### config.mk
export PLATFORM = sky130hd
export DESIGN_NAME = router_output_ctrl_flat
export DESIGN_NICKNAME = d
export VERILOG_FILES = /design/src/rtl/router_output_ctrl_if.sv /design/src/rtl/router_output_ctrl.sv /design/src/flat_wrapper.sv
export SDC_FILE = /design/constraint.sdc
export NUM_CORES = 1
export LEC_CHECK = 0
export ABC_AREA = 0
export BUFFER_PORTS_ARGS = -buffer_cell sky130_fd_sc_hd__buf_2
export CORE_MARGIN = 3
export CORE_UTILIZATION = 49
export CTS_CLUSTER_DIAMETER = 40
export DETAILED_ROUTE_END_ITERATION = 10
export PLACE_DENSITY = 0.75
export SLEW_MARGIN = 15
export SYNTH_ARGS = -nofsm -noshare
export SYNTH_HDL_FRONTEND = slang
export SYNTH_SLANG_ARGS = --single-unit
### constraint.sdc
create_clock -name clk -period 3.6 [get_ports clk]
set_input_delay 0 -clock clk [delete_from_list [all_inputs] [get_ports clk]]
set_output_delay 0 -clock clk [all_outputs]
set_load 0.05 [all_outputs]
### src/rtl/router_output_ctrl_if.sv
// Arbitrator-side and link-side signals of one router output port.
// The controller takes the slave view.
interface router_output_ctrl_if #(
  parameter int DATA_W = 64
);
  logic              polarity;
  logic              arb_en_even;
  logic              arb_en_odd;
  logic              out_empty_even;
  logic              out_empty_odd;
  logic              wr_en_even;
  logic [DATA_W-1:0] wr_data_even;
  logic              wr_en_odd;
  logic [DATA_W-1:0] wr_data_odd;
  logic              ri;
  logic              so;
  logic [DATA_W-1:0] data_o;

  modport master (
    output wr_en_even, wr_data_even,
    output wr_en_odd, wr_data_odd,
    output ri,
    input  polarity, arb_en_even, arb_en_odd,
    input  out_empty_even, out_empty_odd,
    input  so, data_o
  );

  modport slave (
    input  wr_en_even, wr_data_even,
    input  wr_en_odd, wr_data_odd,
    input  ri,
    output polarity, arb_en_even, arb_en_odd,
    output out_empty_even, out_empty_odd,
    output so, data_o
  );
endinterface

### src/rtl/router_output_ctrl.sv
// Output-port controller: one VC arbitrates into its buffer while
// the other VC drains onto the link; phases swap every run cycle.
module router_output_ctrl #(
  parameter int DATA_W = 64,
  parameter int VC_BIT = 63,
  parameter int CNT_W  = 16
) (
  input  logic             clk,
  input  logic             reset,
  input  logic             run,
  router_output_ctrl_if.slave bus,
  output logic [CNT_W-1:0] tx_count,
  output logic             err
);
  typedef enum logic {
    PH_EVEN = 1'b0,
    PH_ODD  = 1'b1
  } phase_e;

  phase_e            pol_q, pol_d;
  logic              full_even_q, full_even_d;
  logic              full_odd_q, full_odd_d;
  logic [DATA_W-1:0] buf_even_q, buf_even_d;
  logic [DATA_W-1:0] buf_odd_q, buf_odd_d;
  logic              so_q, so_d;
  logic [DATA_W-1:0] data_q, data_d;
  logic [CNT_W-1:0]  cnt_q, cnt_d;
  logic              err_q, err_d;

  logic int_even, int_odd;
  logic wr_ok_even, wr_ok_odd;
  logic send_even, send_odd;

  always_comb begin
    pol_d       = pol_q;
    full_even_d = full_even_q;
    full_odd_d  = full_odd_q;
    buf_even_d  = buf_even_q;
    buf_odd_d   = buf_odd_q;
    data_d      = data_q;
    cnt_d       = cnt_q;
    err_d       = err_q;

    int_even = run & (pol_q == PH_EVEN);
    int_odd  = run & (pol_q == PH_ODD);

    wr_ok_even = bus.wr_en_even & int_even & ~full_even_q
               & ~bus.wr_data_even[VC_BIT];
    wr_ok_odd  = bus.wr_en_odd & int_odd & ~full_odd_q
               & bus.wr_data_odd[VC_BIT];

    // the link VC is whichever one is not arbitrating
    send_even = int_odd & full_even_q & bus.ri;
    send_odd  = int_even & full_odd_q & bus.ri;
    so_d      = send_even | send_odd;

    if (run) pol_d = phase_e'(~pol_q);

    if ((bus.wr_en_even & ~wr_ok_even) |
        (bus.wr_en_odd & ~wr_ok_odd))
      err_d = 1'b1;

    if (wr_ok_even) begin
      full_even_d = 1'b1;
      buf_even_d  = bus.wr_data_even;
    end
    if (wr_ok_odd) begin
      full_odd_d = 1'b1;
      buf_odd_d  = bus.wr_data_odd;
    end

    unique case (1'b1)
      send_even: begin
        data_d      = buf_even_q;
        full_even_d = 1'b0;
      end
      send_odd: begin
        data_d     = buf_odd_q;
        full_odd_d = 1'b0;
      end
      default: data_d = data_q;
    endcase

    if (so_d && cnt_q != {CNT_W{1'b1}})
      cnt_d = cnt_q + CNT_W'(1);
  end

  always_ff @(posedge clk or negedge reset) begin
    if (!reset) begin
      pol_q       <= PH_EVEN;
      full_even_q <= 1'b0;
      full_odd_q  <= 1'b0;
      buf_even_q  <= '0;
      buf_odd_q   <= '0;
      so_q        <= 1'b0;
      data_q      <= '0;
      cnt_q       <= '0;
      err_q       <= 1'b0;
    end else begin
      pol_q       <= pol_d;
      full_even_q <= full_even_d;
      full_odd_q  <= full_odd_d;
      buf_even_q  <= buf_even_d;
      buf_odd_q   <= buf_odd_d;
      so_q        <= so_d;
      data_q      <= data_d;
      cnt_q       <= cnt_d;
      err_q       <= err_d;
    end
  end

  assign bus.polarity       = (pol_q == PH_ODD);
  assign bus.arb_en_even    = run & (pol_q == PH_EVEN);
  assign bus.arb_en_odd     = run & (pol_q == PH_ODD);
  assign bus.out_empty_even = ~full_even_q;
  assign bus.out_empty_odd  = ~full_odd_q;
  assign bus.so             = so_q;
  assign bus.data_o         = data_q;
  assign tx_count           = cnt_q;
  assign err                = err_q;
endmodule

### src/flat_wrapper.sv
// flat-port wrapper written by rule: the top's interface ports become plain ports
module router_output_ctrl_flat 
#(
  parameter int DATA_W = 64,
  parameter int VC_BIT = 63,
  parameter int CNT_W  = 16
)
  (clk, reset, run, tx_count, err, bus_wr_en_even, bus_wr_data_even, bus_wr_en_odd, bus_wr_data_odd, bus_ri, bus_polarity, bus_arb_en_even, bus_arb_en_odd, bus_out_empty_even, bus_out_empty_odd, bus_so, bus_data_o);
  router_output_ctrl_if #(.DATA_W(DATA_W)) bus_i ();
  input  logic clk;
  input  logic reset;
  input  logic run;
  output logic [CNT_W-1:0] tx_count;
  output logic err;
  input wire logic [$bits(bus_i.wr_en_even)-1:0] bus_wr_en_even;
  input wire logic [$bits(bus_i.wr_data_even)-1:0] bus_wr_data_even;
  input wire logic [$bits(bus_i.wr_en_odd)-1:0] bus_wr_en_odd;
  input wire logic [$bits(bus_i.wr_data_odd)-1:0] bus_wr_data_odd;
  input wire logic [$bits(bus_i.ri)-1:0] bus_ri;
  output wire logic [$bits(bus_i.polarity)-1:0] bus_polarity;
  output wire logic [$bits(bus_i.arb_en_even)-1:0] bus_arb_en_even;
  output wire logic [$bits(bus_i.arb_en_odd)-1:0] bus_arb_en_odd;
  output wire logic [$bits(bus_i.out_empty_even)-1:0] bus_out_empty_even;
  output wire logic [$bits(bus_i.out_empty_odd)-1:0] bus_out_empty_odd;
  output wire logic [$bits(bus_i.so)-1:0] bus_so;
  output wire logic [$bits(bus_i.data_o)-1:0] bus_data_o;
  assign bus_i.wr_en_even = bus_wr_en_even;
  assign bus_i.wr_data_even = bus_wr_data_even;
  assign bus_i.wr_en_odd = bus_wr_en_odd;
  assign bus_i.wr_data_odd = bus_wr_data_odd;
  assign bus_i.ri = bus_ri;
  assign bus_polarity = bus_i.polarity;
  assign bus_arb_en_even = bus_i.arb_en_even;
  assign bus_arb_en_odd = bus_i.arb_en_odd;
  assign bus_out_empty_even = bus_i.out_empty_even;
  assign bus_out_empty_odd = bus_i.out_empty_odd;
  assign bus_so = bus_i.so;
  assign bus_data_o = bus_i.data_o;
  router_output_ctrl #(.DATA_W(DATA_W), .VC_BIT(VC_BIT), .CNT_W(CNT_W)) u_core (.clk(clk), .reset(reset), .run(run), .bus(bus_i), .tx_count(tx_count), .err(err));
endmodule
# After elaboration in Yosys (flattened, before gate mapping)
# Cells that the tools add are included.
# op_classes
add_sub_neg	1
n_mul	0
div	0
magnitude_cmp	0
n_eq_ne	1
shift	0
n_mux	5
n_bitwise	22
reduce_logical	4
# op_table
op	count
$pmux W64 S2	1
$add A16 B1 Y16 const B	1
$ne A16 B16 Y1 const B	1
$and A1 B1 Y1	14
$not A1 Y1	6
$reduce_bool A2 Y1	3
$mux W1	4
$or A1 B1 Y1	2
$logic_and A1 B1 Y1	1
# totals
regBits	213
latchBits	0
mem_bits_rw	0
mem_bits_ro	0
elab_cells	42
n_memories	0

# Logic depth before layout (Yosys ltp)
# depth
word_depth	8
mapped_depth	6
mapped_depth_nobuf	5

# Least setup slack after synthesis
# OpenSTA, ideal clock, no wires.
# synth_path
path_kind	reg2reg
start	register u_core.pol_q, in the netlist u_core.bus.polarity
end	register u_core.buf_even_q[26]
setup_time_ps	125
t_arrival_ps	2386
slack_ps	1089
path_stages_with_launch	6
synth_period_minus_slack_ps	2511
cell_sequence	dfrtp_1 > nor2b_1 > nand3_1 > clkbuf_1 > buf_2 > mux2_2
# synth_via
elab_chain_len	5
# synth_lines
item	line	source
start, declared	router_output_ctrl.sv:20	phase_e pol_q, pol_d;
start signal, assigned	router_output_ctrl.sv:100	pol_q <= pol_d;
$not A1 Y1	--	
$and A1 B1 Y1	--	
net bus_arb_en_even	flat_wrapper.sv:21	output wire logic [$bits(bus_i.arb_en_even)-1:0] bus_arb_en_even;
$and A1 B1 Y1 (2 in a row)	router_output_ctrl.sv:47	wr_ok_even = bus.wr_en_even & int_even & ~full_even_q
$and A1 B1 Y1	router_output_ctrl.sv:48	& ~bus.wr_data_even[VC_BIT];
end signal, assigned	router_output_ctrl.sv:103	buf_even_q <= buf_even_d;
end, declared	router_output_ctrl.sv:23	logic [DATA_W-1:0] buf_even_q, buf_even_d;
# The timed path passes the listed nets, and every way through them passes these cells.
# A chain may end at the register's enable or synchronous reset.

# Worst setup path in the final report
# layout_path
start	register u_core.pol_q, in the netlist u_core.bus.polarity
end	register u_core.err_q, in the netlist u_core.err
# layout_via
elab_chain_len	8
elab_cells_between_ends	14
classes_between	bitwise (14)
# layout_lines
item	line	source
$not A1 Y1	router_output_ctrl.sv:44	int_even = run & (pol_q == PH_EVEN);
$and A1 B1 Y1	router_output_ctrl.sv:44	
$and A1 B1 Y1 (2 in a row)	router_output_ctrl.sv:47	
$and A1 B1 Y1	router_output_ctrl.sv:48	
$not A1 Y1	router_output_ctrl.sv:59	if ((bus.wr_en_even & ~wr_ok_even) |
$and A1 B1 Y1	router_output_ctrl.sv:59	
$or A1 B1 Y1 *	router_output_ctrl.sv:59	
end signal, assigned	router_output_ctrl.sv:108	err_q <= err_d;
end, declared	router_output_ctrl.sv:28	logic err_q, err_d;
# Mark *: on every way between the ends. The rest lies on a longest branch, timed or not.

==> results.toml <==
[hold_path]
hold_class = "in -> async"

[yosys]
yosysUniqueCellTypes = 36
synth.area.top_cells = "dfrtp_1, mux2_2, mux2i_1"
synthFlopType = "dfrtp_1"
synth_area_um2 = 8650
syn_inst = 644
synth-async-reset-ratio_pct = 100
post_synth.cell_area_avg_um2 = 13.4
ys_ff_latch = 213
yosysMostFrequentCell = "dfrtp_1"
yosys.area.top_type = "dfrtp_1"
synth_nets = 779
synth_edf_count = 0
synth_top_area_share_pct = 61.6
synth_common_cells = "dfrtp_1, mux2_2, nor2_1"
ys_seq_area_share_pct = 61.6
yosys_warnings = 0

[outcome]
status = "complete, no violations"

[die]
die_y_um = 139
fp.dieW_um = 139
initial_utilization_pct = 51.1
io_pins = 221
coreArea_um2 = 16900
die_area_um2 = 19300
rows = 47

[global_route]
grt_start_max_net_pins = 103
grt_pass1_vias = 6947
grt_use_total_pct = 22.4
grt_first_pass_wirelength_um = 35500
antenna_found_initial = 1
grt_overflow = 0

[clock_tree]
path_clk_slew_ps = 60
root_buffer = "clkbuf_16"
cts_buffer_depth = 3
cts_made_buffers = 29
cts_tree = "yes"
clk_latency_ps = 530
post_cts_buffers = 0
cts_sinks = 213
h-tree-depth = 1

[timing]
clock_skew_ps = 15.8
period_needed_ps = 2330
final-setup-viol-count = 0
max_slew.worst_pin.slew_ps = 793
rsz0062_at_grt = "false"
report.final.slew_viol_count = 0
max_slew_margin_pct = 47.2
final.setup.tns_ps = 0
period_share_pct = 64.6
whs_ps = 126
hold_viol = 0
fmax_mhz = 430
worst_slack_ps = 1270

[critical_path]
r2r_start = "u_core.bus.polarity"
reg2reg_depth = 5
startpoint_type = "flop"
cp.required_ps = 4000
cp_cell_sequence = "and2_1 > and4_2 > buf_12 > o21ai_0 > dlygate4sd3_1"
max_stage_delay_ps = 620
end_kind = "flop"
crit_fanout = 34
reg2reg_slack_ps = 1270
worstSetupPathType = "reg -> reg"
worst_path_max_delay_cell = "and4_2"
worstPathArrival_ps = 2720
r2r-end = "u_core.err"

[placement]
gp_congestion = 0.784
place_ws_ps = 1530
hpwl_um = 12600
port_buffers = 220

[detailed_routing]
drc = 0
routed_via_density = 5.15
drtPass1Iterations = 4
drt_iter0_markers = 215
ant_nets = 0
routedWlPerCell_um = 17.7
wirelength_um = 21900
num_vias = 6391

[power_and_ir_drop]
worst_ir_drop_vdd_v = 0.000676
power_density_nw_per_um2 = 887
p_total_mw = 10.9
p_leak_nw = 6.05

[flow_run]
max_cap_violations = 0

[cells_and_area]
fin_nets = 1135
nFillCells = 1130
drive_gt1_share_pct = 40.7
area_delta_synth_final_pct = 41.6
==> final cells by class <==
type	instances	area, um^2	share of cell area (%)
sequential	213	5330	43.5
multi-input combinational	390	3160	25.8
timing repair buffer	361	2530	20.7
clock buffer	36	782	6.39
tap	220	275	2.25
clock inverter	16	143	1.16
inverter	5	18.8	0.153
antenna	1	2.50	0.0204
==> sequential cells by signal (all words and copies together) (netlist names) <==
| signal | flops |
|---|---|
| u_core.bus.data_o | 64 |
| u_core.full_even_q | 1 |
| u_core.err | 1 |
| u_core.bus.so | 1 |
| u_core.buf_odd_q | 64 |
| u_core.bus.polarity | 1 |
| u_core.buf_even_q | 64 |
| u_core.full_odd_q | 1 |
| u_core.tx_count | 16 |
==> how the worst max path moves through the flow <==
stage,startpoint,endpoint,cells past startpoint
2_1_floorplan,u_core.bus.polarity,u_core.buf_even_q[26],5
3_3_place_gp,u_core.tx_count[0],u_core.tx_count[1],5
3_5_place_dp,u_core.tx_count[0],u_core.tx_count[1],5
4_1_cts,u_core.bus.polarity,u_core.err,5
5_1_grt,u_core.bus.polarity,u_core.err,5
6_report,u_core.bus.polarity,u_core.err,5
==> repair_timing <==
action                                  4_1_cts  5_1_grt
endpoints found under the hold margin       229        0
resized for setup                             0        0
hold buffers                                131        0
endpoints found under the setup margin        0        0
==> report_power, final <==
part	switching [mW]	total, mW	internal (mW)
registers	0.642	4.17	3.52
clock network	1.07	2.69	1.62
logic	2.57	4.01	1.44
==> metrics by stage <==
step | instance area [um^2] | std cells | utilization, %
final | 12200 | 1242 | 72.3
after global routing | 12200 | 1242 | 72.3
after CTS | 12200 | 1241 | 72.3
after detailed placement | 10000 | 1058 | 59.1
after global placement | 10000 | 1058 | 59.1
after floorplan | 8650 | 644 | -
==> logic make-up (layout without fill, tap and decap cells) <==
| logic type | Yosys count | count (layout) | share of synthesized area [%] |
|---|---|---|---|
| DFF | 213 | 213 | 61.6 |
| buffers and inverters | 41 | 418 | 2.21 |
| and+or+nand+nor | 113 | 113 | 6.32 |
| AOI/OAI and AO/OA | 68 | 68 | 3.96 |
| other | 0 | 1 | 0 |
| adders and majority gates | 1 | 1 | 0.145 |
| muxes | 192 | 192 | 24.1 |
| xor gates and xnor gates | 16 | 16 | 1.62 |
==> critical path: cells and delay by family (launching register included) <==
family / cells / cell delay [ps]
AO/OA/AOI/OAI: 1 / 110
flip-flops: 1 / 430
AND/OR/NAND/NOR: 2 / 780
buffers and inverters: 2 / 870
==> routing by layer <==
| metal | routed length [um] | vias to the layer above | global-route usage, % |
|---|---|---|---|
| met1 | 8690 | 3159 | 26.6 |
| met4 | 842 | 0 | 9.22 |
| met5 | 0 | - | 0 |
| li1 | - | 2979 | - |
| met3 | 1060 | 56 | 4.24 |
| met2 | 11300 | 197 | 40.2 |
==> cells in the final DEF (no fill, tap or decap), drive strengths merged, types with 5 or more instances in the layout <==
master,Yosys,layout
inv,5,8
nand2,5,5
xnor2,10,10
buf,25,229
nand3,10,10
nor2,68,68
dlygate4sd3,0,131
clkinv,0,9
clkbuf,11,37
mux2i,65,65
a21oi,65,65
nand4,5,5
mux2,127,127
and3,5,5
xor2,6,6
dfrtp,213,213
(Power assumes the default switching activity.)
